--- src/rtl/mos6502_bus_master.sv ---
// mos6502_bus_master: clocked 6502-style bus initiator for the RRIOT bus.
// It derives PHI2 from the system clock and holds RES low for a fixed number
// of bus cycles. It then runs single read/write bus cycles from a valid/ready
// request port and reports completions on a one-clock response pulse.
module mos6502_bus_master #(
  parameter int PHI_DIV    = 4,
  parameter int RES_CYCLES = 8
) (
  input  logic       clk,
  input  logic       rst,
  input  logic       req_valid,
  output logic       req_ready,
  input  logic       req_we,
  input  logic [9:0] req_addr,
  input  logic       req_rs0,
  input  logic [7:0] req_wdata,
  output logic       rsp_valid,
  output logic       rsp_we,
  output logic [7:0] rsp_rdata,
  output logic       phi2_o,
  output logic       res_n_o,
  output logic [9:0] addr_o,
  output logic       rs0_o,
  output logic       r_w_o,
  output logic [7:0] db_o,
  output logic       db_oe,
  input  logic [7:0] db_i,
  input  logic       irq_n_i,
  output logic       irq_n_sync
);

  localparam int CW = $clog2(2 * PHI_DIV);
  localparam int RW = (RES_CYCLES > 1) ? $clog2(RES_CYCLES) : 1;
  localparam logic [CW-1:0] C_LAST   = CW'(2 * PHI_DIV - 1);
  localparam logic [CW-1:0] C_PHI2   = CW'(PHI_DIV);
  localparam logic [CW-1:0] C_ONE    = CW'(1);
  localparam logic [RW-1:0] RES_LAST = RW'(RES_CYCLES - 1);

  typedef enum logic [1:0] {
    S_RES_HOLD,
    S_IDLE,
    S_READ,
    S_WRITE
  } state_t;

  state_t        state;
  logic [CW-1:0] c;
  logic [CW-1:0] c_next;
  logic [RW-1:0] res_cnt;
  logic [7:0]    wdata_q;
  logic          accept;
  logic          irq_meta;

  // Next phase count and request handshake.
  always_comb begin
    c_next = (c == C_LAST) ? '0 : c + 1'b1;
    accept = req_valid & req_ready;
  end

  // Phase counter, bus-cycle FSM and all registered bus/handshake outputs.
  // Outputs are computed from c_next so each one lines up with the phase it
  // belongs to. db_oe follows the pre-edge state, which covers c=1..LAST of a
  // write plus the single hold clock at the following c=0.
  always_ff @(posedge clk or posedge rst) begin
    if (rst) begin
      state      <= S_RES_HOLD;
      c          <= '0;
      res_cnt    <= '0;
      wdata_q    <= '0;
      phi2_o     <= 1'b0;
      res_n_o    <= 1'b0;
      addr_o     <= '0;
      rs0_o      <= 1'b0;
      r_w_o      <= 1'b1;
      db_o       <= '0;
      db_oe      <= 1'b0;
      req_ready  <= 1'b0;
      rsp_valid  <= 1'b0;
      rsp_we     <= 1'b0;
      rsp_rdata  <= '0;
    end else begin
      c         <= c_next;
      phi2_o    <= (c_next >= C_PHI2);
      rsp_valid <= 1'b0;
      db_oe     <= (state == S_WRITE);
      req_ready <= (c_next == C_LAST) && (state != S_RES_HOLD);

      if ((state == S_WRITE) && (c_next == C_ONE)) begin
        db_o <= wdata_q;
      end

      if (c == C_LAST) begin
        case (state)
          S_RES_HOLD: begin
            if (res_cnt == RES_LAST) begin
              state   <= S_IDLE;
              res_n_o <= 1'b1;
            end else begin
              res_cnt <= res_cnt + 1'b1;
            end
          end
          S_READ: begin
            rsp_valid <= 1'b1;
            rsp_we    <= 1'b0;
            rsp_rdata <= db_i;
          end
          S_WRITE: begin
            rsp_valid <= 1'b1;
            rsp_we    <= 1'b1;
          end
          default: ;
        endcase

        if (state != S_RES_HOLD) begin
          if (accept) begin
            state   <= req_we ? S_WRITE : S_READ;
            addr_o  <= req_addr;
            rs0_o   <= req_rs0;
            r_w_o   <= ~req_we;
            wdata_q <= req_wdata;
          end else begin
            state <= S_IDLE;
            r_w_o <= 1'b1;
          end
        end
      end
    end
  end

  // Two-flop synchronizer for the asynchronous IRQ line.
  always_ff @(posedge clk or posedge rst) begin
    if (rst) begin
      irq_meta   <= 1'b1;
      irq_n_sync <= 1'b1;
    end else begin
      irq_meta   <= irq_n_i;
      irq_n_sync <= irq_meta;
    end
  end

endmodule

--- config.mk ---
export PLATFORM = sky130hd
export DESIGN_NAME = mos6502_bus_master
export DESIGN_NICKNAME = d
export VERILOG_FILES = /design/src/rtl/mos6502_bus_master.sv
export SDC_FILE = /design/constraint.sdc
export NUM_CORES = 1
export LEC_CHECK = 0
export ABC_AREA = 1
export CAP_MARGIN = 20
export CORE_MARGIN = 2
export CORE_UTILIZATION = 45
export DETAILED_ROUTE_END_ITERATION = 12
export PLACE_DENSITY = 0.85
export SYNTH_ARGS = -nofsm -noshare
export SYNTH_HDL_FRONTEND = slang
export SYNTH_SLANG_ARGS = --single-unit
--- constraint.sdc ---
create_clock -name clk -period 2.04 [get_ports clk]
set_input_delay 0.204 -clock clk [delete_from_list [all_inputs] [get_ports clk]]
set_output_delay 0.204 -clock clk [all_outputs]
set_load 0.05 [all_outputs]
==> flow_metrics.env <==
export IMPL_status="completed"
export IMPL_via_per_inst=4.808
export IMPL_synthAdderAreaFrac_pct=4.212
export IMPL_track_usage_pct=17.96
export IMPL_cap_violations=0
export IMPL_syn_area_sq_mm=0.002079
export IMPL_rows=24
export IMPL_synthMuxAreaShare_pct=0
export IMPL_routed_wl_um=4239
export IMPL_overflow=0
export IMPL_cts_buffer_depth=2
export IMPL_r2r_start="c[0]"
export IMPL_postSynthAreaPerCell_sq_um=9.325
export IMPL_synth_cells=223
export IMPL_antenna_cells=0
export IMPL_power_internal_w=0.002334
export IMPL_end_kind="output pin"
export IMPL_cp_required_ns=1.84
export IMPL_fmax_mhz=543.9
export IMPL_multi_input_area_sq_um=684.4
export IMPL_fin_crit_sh_pct=90.13
export IMPL_finalCriticalPeriod_ns=1.839
export IMPL_cp_cell_sequence="clkdlybuf4s50_1"
export IMPL_hpwlAfterDp_um=3096
export IMPL_register_area_sq_mm=0.001280
export IMPL_powerDensity_mw_per_mm2=1326
export IMPL_final_setup_tns_ns=0
export IMPL_synth_top_area_cell="dfrtp_1"
export IMPL_via_count=1654
export IMPL_cp_buffers_inverters=1
export IMPL_synth_top_family_by_area="simple AND/OR/NAND/NOR gates"
export IMPL_setup_viol=0
export IMPL_p_sw_share_pct=40.05
export IMPL_synth_warnings=0
export IMPL_synth_cell_types=21
export IMPL_yosys_area_share_simple_pct=25.93
export IMPL_cp_arrival_ns=1.63
export IMPL_pwr_share_comb_pct=41.1
export IMPL_worstReg2RegEnd="db_o[1]"
export IMPL_seqPwrFrac_pct=38.1
export IMPL_die_h_um=71.98
export IMPL_syn_nets=262
export IMPL_postLayoutSetupSlackWorst_ns=0.2014
export IMPL_die_area_sq_mm=0.005181
export IMPL_p_clk_share_pct=20.8
export IMPL_start_kind="flip-flop"
export IMPL_drc_errors=0
export IMPL_irDropWorstVdd_mv=0.6386
export IMPL_p_switching_w=0.001559
export IMPL_ant_nets=0
export IMPL_cts_tree="done"
export IMPL_synth_most_common_cell="nand2_1"
export IMPL_synth_ff_type="dfrtp_1"
export IMPL_core_sq_mm=0.004414
export IMPL_crit_path_top_delay_cell="clkdlybuf4s50_1"
export IMPL_dpl_worst_slack_ns=0.3355
export IMPL_hold_viol=0
export IMPL_cts_setup_buffers=0
export IMPL_drt_iter0_drc=47
export IMPL_synthTopCellsByCount="nand2_1 (88), dfrtp_1 (48), nand3_1 (22)"
export IMPL_power_leakage_nw=1.467
export IMPL_cp_startpoint="r_w_o"
export IMPL_worstSetupPathType="flip-flop to output pin"
export IMPL_clk_latency_ns=0.30
export IMPL_firstDrtPassIters=4
export IMPL_synth_xor_xnor_area_share_pct=0
export IMPL_synth_area_leaders="dfrtp_1 (58%), nand2_1 (16%), nand3_1 (5.3%)"
export IMPL_num_io_pins=67
export IMPL_rsz0062_at_grt="no"
export IMPL_grt_pass1_vias=1644
export IMPL_yosysTopAreaCellShare_pct=57.76
export IMPL_reg2reg_depth=6
export IMPL_cts_buffers=5
export IMPL_crit_fanout=2
export IMPL_hold_path_class="primary input to async pin"
export IMPL_r2r_slack_ns=0.32
export IMPL_drive_gt1_share_pct=7.192
export IMPL_initial_utilization_pct=47.11
export IMPL_fillers=351
export IMPL_ctsResizeCount=0
export IMPL_grt_pass1_wl_um=7341
export IMPL_synth_edf_count=0
export IMPL_synth_compound_area_share_pct=2.768
export IMPL_skew_ns=0.007445
export IMPL_crit_path_max_incr_delay_ns=0.79
export IMPL_cts_sinks=51
export IMPL_antenna_found_initial=0
export IMPL_critical_path_top_delay_family="buffers and inverters"
export IMPL_ctsHtreeMaxLevel=2
export IMPL_clockRootBuffer="clkbuf_8"
export IMPL_synth_seq_area_share_pct=61.55
export IMPL_layout_nets=330
export IMPL_grt_max_degree=36
export IMPL_gp_congestion=0.7189
export IMPL_worst_slew_pin_slew_ns=0.5182
export IMPL_synth_seq_cells=51
export IMPL_async_reset_ff_share_pct=100.0
export IMPL_path_clk_slew_ns=0.09
export IMPL_portBuffers=66
export IMPL_final_max_slew_viol_count=0
export IMPL_area_delta_synth_final_pct=41.22
export IMPL_slew_headroom_pct=65.35
export IMPL_wire_per_inst_um=12.32
export IMPL_cts_hold_buffers=0
export IMPL_die_x_um=71.98
[layout make-up]
cell class / instances / area share (%)
Clock buffer: 6 / 2.471
Clock inverter: 2 / 2.045
Inverter: 21 / 2.684
Multi-Input combinational cell: 143 / 23.31
Sequential cell: 51 / 43.59
Tap cell: 52 / 2.216
Timing Repair Buffer: 69 / 23.69
[kinds of logic (layout without fill, tap and decap cells)]
| family | after synthesis | in the layout |
|---|---|---|
| and+or+nand+nor | 125 | 125 |
| adders and majority gates | 7 | 7 |
| DFF | 51 | 51 |
| AOI/OAI and AO/OA | 11 | 11 |
| buffers and inverters | 29 | 98 |
[per-stage QoR]
stage	hold WS [ns]	std cells	power (W)	area [sq um]	utilization, %
detailed placement	0.3533	336	0.003120	2804	63.52
finish	0.1892	344	0.003894	2937	66.52
global placement	0.3495	336	0.003076	2804	63.52
CTS	0.1972	344	0.003938	2937	66.52
floorplan	0.2085	223	0.002527	2079	-
global route	0.2156	344	0.004098	2937	66.52
[placed cells by master, fill, tap and decap left out, types with 3 or more instances in the layout]
cell	synthesis	final
nand2_1	88	88
clkdlybuf4s50_1	0	66
dfrtp_1	48	48
nand3_1	22	22
inv_1	19	18
o21ai_1	8	8
nor2_1	7	7
ha_1	7	7
clkbuf_8	0	5
inv_2	2	3
nand4_1	3	3
dfstp_2	3	3
[metal layers]
layer  vias to the layer above  routed length, um  track usage (%)
met5                         -                  0                0
met4                         0                 40            4.403
met3                         3                332            5.694
met2                        52               2044            32.00
met1                       773               1822            21.13
li1                        826                  -                -
[sequential cells by signal (all words and copies together) (netlist names), 2 cells and up]
register	count
addr_o	10
c	3
db_o	8
res_cnt	3
rsp_rdata	8
state	2
wdata_q	8
[power by group through the flow]
stage	Clock, W	Sequential [W]	Combinational [W]
6_report	0.000810	0.00148	0.00160
2_1_floorplan	0	0.00223	0.000300
5_1_grt	0.000863	0.00153	0.00171
3_5_place_dp	0	0.00150	0.00162
3_3_place_gp	0	0.00149	0.00158
4_1_cts	0.000831	0.00149	0.00162
[how the worst max path moves through the flow]
stage               cells past startpoint  slack [ns]         to
CTS                                     1        0.19      r_w_o
detailed placement                      6        0.34    db_o[4]
global route                            1        0.16      r_w_o
finish                                  1        0.20      r_w_o
floorplan                               6        0.39  addr_o[9]
global placement                        6        0.47    db_o[0]
Note: power is estimated with default switching activity, not from simulation.
